## src/rtl/ram_sp_burst_master.sv

```systemverilog
// ram_sp_burst_master: burst initiator for the single-port RAM.
// Turns burst commands plus write/read streams into one RAM access per word.
//
// Ports:
//   clk, rst_n              clock, async active-low reset
//   cmd_valid/cmd_ready     command handshake (ready only in IDLE)
//   cmd_write               1 = write burst, 0 = read burst
//   cmd_addr, cmd_len       start address, beats minus one
//   wdata_valid/ready, wdata   write word stream (ready only in WR)
//   rdata_valid/ready, rdata   read word stream, held until accepted
//   done                    1-cycle pulse at end of burst
//   cmd_err                 1-cycle pulse, out-of-range command dropped
//   mem_addr, mem_data      RAM address / data_in
//   mem_wr, mem_rd          RAM Wr / Rd strobes
//   mem_rdata               RAM combinational read data
module ram_sp_burst_master #(
  parameter int DATA_WIDTH    = 8,
  parameter int ADDRESS_WIDTH = 10,
  parameter int MEMORY_DEPTH  = 1024,
  parameter int LEN_WIDTH     = 8
) (
  input  logic                     clk,
  input  logic                     rst_n,
  input  logic                     cmd_valid,
  output logic                     cmd_ready,
  input  logic                     cmd_write,
  input  logic [ADDRESS_WIDTH-1:0] cmd_addr,
  input  logic [LEN_WIDTH-1:0]     cmd_len,
  input  logic                     wdata_valid,
  output logic                     wdata_ready,
  input  logic [DATA_WIDTH-1:0]    wdata,
  output logic                     rdata_valid,
  input  logic                     rdata_ready,
  output logic [DATA_WIDTH-1:0]    rdata,
  output logic                     done,
  output logic                     cmd_err,
  output logic [ADDRESS_WIDTH-1:0] mem_addr,
  output logic [DATA_WIDTH-1:0]    mem_data,
  output logic                     mem_wr,
  output logic                     mem_rd,
  input  logic [DATA_WIDTH-1:0]    mem_rdata
);

  localparam int AW = ADDRESS_WIDTH;
  localparam int LW = LEN_WIDTH;

  localparam logic [AW-1:0] LAST_ADDR =
    AW'(MEMORY_DEPTH - 1);

  typedef enum logic [2:0] {
    IDLE,
    WR,
    RD_ADDR,
    RD_CAP,
    RD_OUT
  } state_t;

  state_t        state;
  logic [AW-1:0] addr;
  logic [LW-1:0] cnt;

  logic [AW-1:0] addr_nxt;
  logic          cnt_zero;
  logic          addr_bad;

  // Wrap at the configured depth, which need
  // not be a power of two.
  assign addr_nxt = (addr == LAST_ADDR) ?
                    '0 : addr + 1'b1;

  assign cnt_zero = (cnt == '0);

  // Zero-extend so the range check still works
  // when the depth fills the whole address space.
  assign addr_bad =
    ({{(32-AW){1'b0}}, cmd_addr} >=
     32'(MEMORY_DEPTH));

  always_ff @(posedge clk or negedge rst_n) begin
    if (!rst_n) begin
      state       <= IDLE;
      addr        <= '0;
      cnt         <= '0;
      cmd_ready   <= 1'b1;
      wdata_ready <= 1'b0;
      rdata_valid <= 1'b0;
      rdata       <= '0;
      done        <= 1'b0;
      cmd_err     <= 1'b0;
      mem_addr    <= '0;
      mem_data    <= '0;
      mem_wr      <= 1'b0;
      mem_rd      <= 1'b0;
    end else begin
      done    <= 1'b0;
      cmd_err <= 1'b0;
      mem_wr  <= 1'b0;

      unique case (state)
        IDLE: begin
          if (cmd_valid) begin
            addr <= cmd_addr;
            cnt  <= cmd_len;
            if (addr_bad) begin
              cmd_err <= 1'b1;
            end else if (cmd_write) begin
              state       <= WR;
              cmd_ready   <= 1'b0;
              wdata_ready <= 1'b1;
            end else begin
              state     <= RD_ADDR;
              cmd_ready <= 1'b0;
            end
          end
        end

        WR: begin
          if (wdata_valid) begin
            mem_wr   <= 1'b1;
            mem_addr <= addr;
            mem_data <= wdata;
            if (cnt_zero) begin
              done        <= 1'b1;
              state       <= IDLE;
              wdata_ready <= 1'b0;
              cmd_ready   <= 1'b1;
            end else begin
              addr <= addr_nxt;
              cnt  <= cnt - 1'b1;
            end
          end
        end

        RD_ADDR: begin
          mem_rd   <= 1'b1;
          mem_addr <= addr;
          state    <= RD_CAP;
        end

        // RAM output has had a full cycle to
        // settle on the address set last edge.
        RD_CAP: begin
          rdata       <= mem_rdata;
          rdata_valid <= 1'b1;
          mem_rd      <= 1'b0;
          state       <= RD_OUT;
        end

        RD_OUT: begin
          if (rdata_ready) begin
            rdata_valid <= 1'b0;
            if (cnt_zero) begin
              done      <= 1'b1;
              state     <= IDLE;
              cmd_ready <= 1'b1;
            end else begin
              addr  <= addr_nxt;
              cnt   <= cnt - 1'b1;
              state <= RD_ADDR;
            end
          end
        end

        default: begin
          state       <= IDLE;
          cmd_ready   <= 1'b1;
          wdata_ready <= 1'b0;
          rdata_valid <= 1'b0;
          mem_rd      <= 1'b0;
        end
      endcase
    end
  end

endmodule

```

## config.mk

```make
export PLATFORM = sky130hd
export DESIGN_NAME = ram_sp_burst_master
export DESIGN_NICKNAME = d
export VERILOG_FILES = /design/src/rtl/ram_sp_burst_master.sv
export SDC_FILE = /design/constraint.sdc
export NUM_CORES = 1
export LEC_CHECK = 0
export BUFFER_PORTS_ARGS = -buffer_cell sky130_fd_sc_hd__buf_2
export CORE_ASPECT_RATIO = 0.7
export CORE_MARGIN = 4
export CORE_UTILIZATION = 47
export CTS_CLUSTER_SIZE = 14
export DETAILED_ROUTE_END_ITERATION = 8
export PLACE_DENSITY = 0.76
export SLEW_MARGIN = 20
export SYNTH_ARGS = -nofsm -noshare
export SYNTH_HDL_FRONTEND = slang
export SYNTH_SLANG_ARGS = --single-unit
```

## constraint.sdc

```tcl
create_clock -name clk -period 1.9 [get_ports clk]
set_input_delay 0.095 -clock clk [delete_from_list [all_inputs] [get_ports clk]]
set_output_delay 0.095 -clock clk [all_outputs]
set_load 0.01 [all_outputs]
```

# Yosys cells after proc, flatten, opt, wreduce, memory -nomap -nowiden

Cells that the tools add are included.

Word-level logic and storage cells: 81
Latch bits: 0
Memory bits (writable): 0
Bits of input ports: 40
Bits in read-only memories: 0
Flip-flop bits (word level): 53
Memories kept: 0

$mul: 0
Magnitude comparators: 0
$add $sub $neg: 2
Reductions and logical operators: 15
Bitwise logic cells: 3
Equality and inequality tests: 10
Multiplexer cells: 39
Shift operators: 0
Div/mod/pow operators: 0

Operator list:

| cell                                                                | number |
|---|---|
| 10-bit two-way mux                                                  | 6 |
| 8-bit two-way mux                                                   | 4 |
| 10-bit case mux with 3 select lines                                 | 1 |
| 8-bit case mux with 3 select lines                                  | 1 |
| 10-bit case mux with 2 select lines                                 | 1 |
| 3-bit case mux with 5 select lines                                  | 1 |
| 1-bit two-way mux                                                   | 14 |
| 3-bit two-way mux                                                   | 4 |
| 4-bit AND reduction                                                 | 3 |
| 10-bit by 1-bit adder with 10-bit output (second input constant)    | 1 |
| 10-bit == test (second input constant)                              | 1 |
| 2-bit != test (second input constant)                               | 5 |
| 3-bit OR reduction                                                  | 3 |
| 8-bit logical NOT                                                   | 1 |
| 8-bit by 1-bit subtractor with 8-bit output (second input constant) | 1 |
| 3-bit by 2-bit == test with 1-bit output (second input constant)    | 2 |
| 1-bit case mux with 3 select lines                                  | 2 |
| 2-bit AND reduction                                                 | 3 |
| 5-bit AND reduction                                                 | 1 |
| 2-bit two-way mux                                                   | 2 |
| 1-bit case mux with 2 select lines                                  | 2 |
| 1-bit case mux with 4 select lines                                  | 1 |
| 3-bit by 1-bit == test with 1-bit output (second input constant)    | 1 |
| 3-bit == test (second input constant)                               | 1 |
| 5 further kinds                                                     | 7 |

# Logic depth before layout (Yosys ltp)

Depth in word-level cells: 5
Gate-level depth with buffers: 8
Mapped depth without buffers: 7

# Worst setup path after synthesis

Ideal clock, no wire load.

Kind: flip-flop to flip-flop
Start point: reg cnt[0]
End point: reg addr[9]
Cell stages (with the launch flop): 9
Library setup time: 0.080 ns
Data arrival time: 1.709 ns
Slack: 0.111 ns
Path buffers: 1
Cell sequence: dfrtp_1 -> inv_1 -> ha_1 -> nor4b_4 -> a41oi_2 -> o211ai_4 -> buf_6 -> a21oi_1 -> o22ai_2

Word-level cells in the longest chain between the ends: 4
Elaborated cells between the ends (all ways): 5
Classes of those cells: 4 x mux; 1 x reduce/logical

RTL lines:

| item                                         | line | text |
|---|---|---|
| from (decl)                                  | 60   | `logic [LW-1:0] cnt;` |
| from (signal assigned)                       | 103  | `cnt <= cmd_len;` |
| from (signal assigned)                       | 129  | `cnt <= cnt - 1'b1;` |
| from (signal assigned)                       | 158  | `cnt <= cnt - 1'b1;` |
| 8-bit logical NOT *                          | 71   | `assign cnt_zero = (cnt == '0);` |
| 10-bit two-way mux *                         | n/a  |  |
| 10-bit two-way mux, on equally long branches | n/a  |  |
| 10-bit case mux with 3 select lines *        | n/a  |  |
| to (signal assigned)                         | 102  | `addr <= cmd_addr;` |
| to (signal assigned)                         | 128  | `addr <= addr_nxt;` |
| to (signal assigned)                         | 157  | `addr <= addr_nxt;` |
| to (decl)                                    | 59   | `logic [AW-1:0] addr;` |

Every way passes the cells marked *; elsewhere a longest branch is shown, timed or not. The select of a mux whose other input is x is not followed.
A chain may end at the register's enable or synchronous reset.

# Final worst setup path

Start point: reg cnt[1]
End point: reg cnt[0]

Word-level cells in the longest chain between the ends: 4
Elaborated cells between the ends (all ways): 5
Classes of those cells: 4 x mux; 1 x reduce/logical

RTL lines:

| item                                        | line |
|---|---|
| 8-bit logical NOT *                         | 71 |
| 8-bit two-way mux *                         | n/a |
| 8-bit two-way mux, on equally long branches | n/a |
| 8-bit case mux with 3 select lines *        | n/a |

Marked as above.

==> results_dict.tcl <==
set metrics [dict create \
    drt_pre_antenna_iters 4 \
    clk-insertion-delay-late_ns 0.31 \
    report.final.hold_viol_count 0 \
    regToRegSetupSlack_ns 0.05 \
    whs_path_depth 2 \
    syn_area_um2 2641 \
    syn-instance-count 252 \
    wl_per_cell_um 15.41 \
    final_cells 424 \
    setup_slack_ns 0.04709 \
    min_period_ns 1.853 \
    synth.net_count 294 \
    hp-start "wdata[5]" \
    fin_nets 393 \
    num_vias 2340 \
    worst_pin_slew_ns 0.5827 \
    drt-initial-drc-count 117 \
    critPathKind "reg -> reg" \
    critPathMaxFanout 8 \
    grt.overflow.total 0 \
    viasPerCell 5.519 \
    start_util_pct 49.46 \
    area_delta_synth_final_pct 32.97 \
    multiInputGateArea_um2 1245 \
    first_global_vias 2155 \
    crit_arrival_ns 2.08 \
    slew_headroom_pct 61.16 \
    path_cells "inv_2 > ha_4 > nor4b_4 > a21oi_1 > o211ai_4 > buf_12 > buf_6 > or3_1 > o21ai_1" \
    fillCellCount 434 \
    endpoint_kind "flip-flop" \
    synth-edff-count 0 \
    path_buf_inv 3 \
    vdd_drop_max_mv 0.8298 \
    p_leak_uw 0.001616 \
    setup_viol 0 \
    async_flop_share_pct 100.0 \
    ys_types 45 \
    drive_gt1_share_pct 45.17 \
    regArea_um2 1328 \
    fp.dieW_um 97.60 \
    tritoncts "yes" \
    avgSynthCellArea_um2 10.48 \
    slew_violations 0 \
    postSynth.topFlopCell "dfrtp_1" \
    grt_use_total_pct 18.64 \
    synth_seq_cells 53 \
    wirelength_um 6533 \
    core_um2 5340 \
    clock-sinks 53 \
    reg2reg_depth 9 \
    clock-root-buffer "clkbuf_8" \
    dp_hpwl_um 4673 \
    ys_seq_area_share_pct 50.26 \
    cts.path.max_buffers 2 \
    powerDensity_nw_per_um2 1917 \
    tns_ns 0 \
    yosysWarnings 0 \
    critPathMaxStageDelay_ns 0.39 \
    worstSetupStartpointType "flip-flop" \
    whs_ns 0.01330 \
    min-delay-path-class "in -> reg" \
    fin_crit_sh_pct 97.52 \
    grt_pass1_wl_um 10510 \
    ios 73 \
    post-place-ws_ns -0.05854 \
    dp.cells 404 \
    n_antenna_cell 0 \
    required_ns 2.13 \
    grt_max_degree 30 \
    critical_path.slowest_cell "dfrtp_1" \
    die_height_um 70.72 \
    row_count 22 \
    gp_congestion 0.7907 \
    antenna_found_initial 0 \
    numCtsBuffers 5 \
    yosys.area.top_type "dfrtp_1" \
    ant_nets 0 \
    route.detailed.drc 0 \
    cap_violations 0 \
    outcome "complete, no violations" \
    worstReg2RegStart "cnt[1]$_DFFE_PN0P_" \
    finClkSkew_ns 0.01054 \
    port_buffers 71 \
    cp_top_family "simple AND/OR/NAND/NOR gates" \
    rsz0062_at_grt "yes" \
    htreeDepth 2 \
    clk_pin_slew_ns 0.10 \
    die-area_um2 6902 \
    synth_top_area_share_pct 49.27 \
    whs_endpoint "mem_data[5]$_DFFE_PN0P_" \
    fmax_mhz 539.7 \
    synthTopCellsByArea "dfrtp_1, mux2_2, a21oi_1" \
    regToRegEndpoint "cnt[0]$_DFFE_PN0P_" \
]
-- registers in the layout, indices dropped and copies added (netlist names) --
name         count
state            3
mem_rd           1
cnt              8
wdata_ready      1
mem_wr           1
done             1
mem_addr        10
addr            10
mem_data         8
cmd_ready        1
rdata            8
rdata_valid      1
-- how the worst max path moves through the flow --
stage	start	end	cells after the start
after floorplan	cnt[0]$_DFFE_PN0P_	addr[9]$_DFFE_PN0P_	8
after global placement	cnt[0]$_DFFE_PN0P_	addr[9]$_DFFE_PN0P_	8
after detailed placement	cnt[0]$_DFFE_PN0P_	addr[5]$_DFFE_PN0P_	8
after CTS	cnt[0]$_DFFE_PN0P_	cnt[0]$_DFFE_PN0P_	8
after global routing	cnt[1]$_DFFE_PN0P_	cnt[0]$_DFFE_PN0P_	9
final	cnt[1]$_DFFE_PN0P_	cnt[0]$_DFFE_PN0P_	9
-- through the flow --
step | instance area [um2] | total power (uW) | util [%]
floorplan | 2641 | 4244 | -
global placement | 3184 | 5216 | 59.63
detailed placement | 3184 | 5356 | 59.63
CTS | 3361 | 6356 | 62.93
global route | 3512 | 7218 | 65.77
finish | 3512 | 6732 | 65.77
-- cells in the final DEF (no fill, tap or decap), drive strengths merged, types with 2 or more instances in the layout --
cell type and instances:
and3 2, a31oi 2, dlygate4sd3 4, a22oi 3, nor3 9, nand2 13, o31a 3, bufinv 2
nor2b 3, o21ai 22, o22ai 6, nor3b 4, inv 14, a21o 2, a21oi 28, nand4 4
mux2 26, nor2 19, or3 2, o31ai 2, dfrtp 52, ha 2, nand2b 2, nand3 5
buf 101, clkbuf 5
-- cell usage after synthesis (2+ instances only) --
library cell / number
a21o_1: 2
a21oi_1: 27
a22oi_1: 3
a31oi_1: 2
and3_1: 2
buf_2: 4
buf_6: 3
clkbuf_1: 4
dfrtp_1: 52
ha_1: 2
inv_1: 13
mux2_2: 26
nand2_1: 13
nand2b_1: 2
nand3_1: 5
nand4_1: 4
nor2_1: 19
nor2b_1: 3
nor3_1: 9
nor3b_1: 4
o21ai_0: 9
o21ai_1: 13
o22ai_1: 2
o22ai_2: 4
o31a_1: 3
o31ai_1: 2
or3_1: 2
-- kinds of logic (layout without fill, tap and decap cells) --
logic type      after synthesis  after routing  synth area share [%]
compound gates               76             76                 19.14
buf+inv                      26            126                 4.879
other cells                   1              1                0.1420
simple gates                 67             67                 13.17
fa+ha+maj                     2              2                0.9473
mux                          27             27                 11.46
flops                        53             53                 50.26
-- power by group --
part / switching (uW) / internal [uW]
Combinational: 1860 / 1810
Sequential: 452 / 1690
Clock: 389 / 531
Total: 2700 / 4030
-- routing by layer --
metal  GRT usage (%)  vias up  routed length, um
li1                -     1102                  -
met1           26.48     1137               2957
met2           29.76       97               3162
met3           4.138        4                371
met4           3.687        0                 42
met5               0        -                  0
-- repair_timing --
action / 4_1_cts / 5_1_grt
gates cloned: 0 / 2
endpoints found under the hold margin: 23 / 3
setup buffers: 3 / 3
pin swaps: 1 / 8
endpoints found under the setup margin: 7 / 19
resized for setup: 1 / 21
hold buffers: 1 / 3
-- final cells by class --
| class | count | share of cell area, % |
|---|---|---|
| clock buffers | 5 | 1.959 |
| clock inverters | 3 | 1.959 |
| inverters | 13 | 1.389 |
| multi-input cells | 173 | 35.45 |
| flip-flops and latches | 53 | 37.80 |
| well taps | 72 | 2.565 |
| repair buffers | 105 | 18.88 |
(Power assumes the default switching activity.)
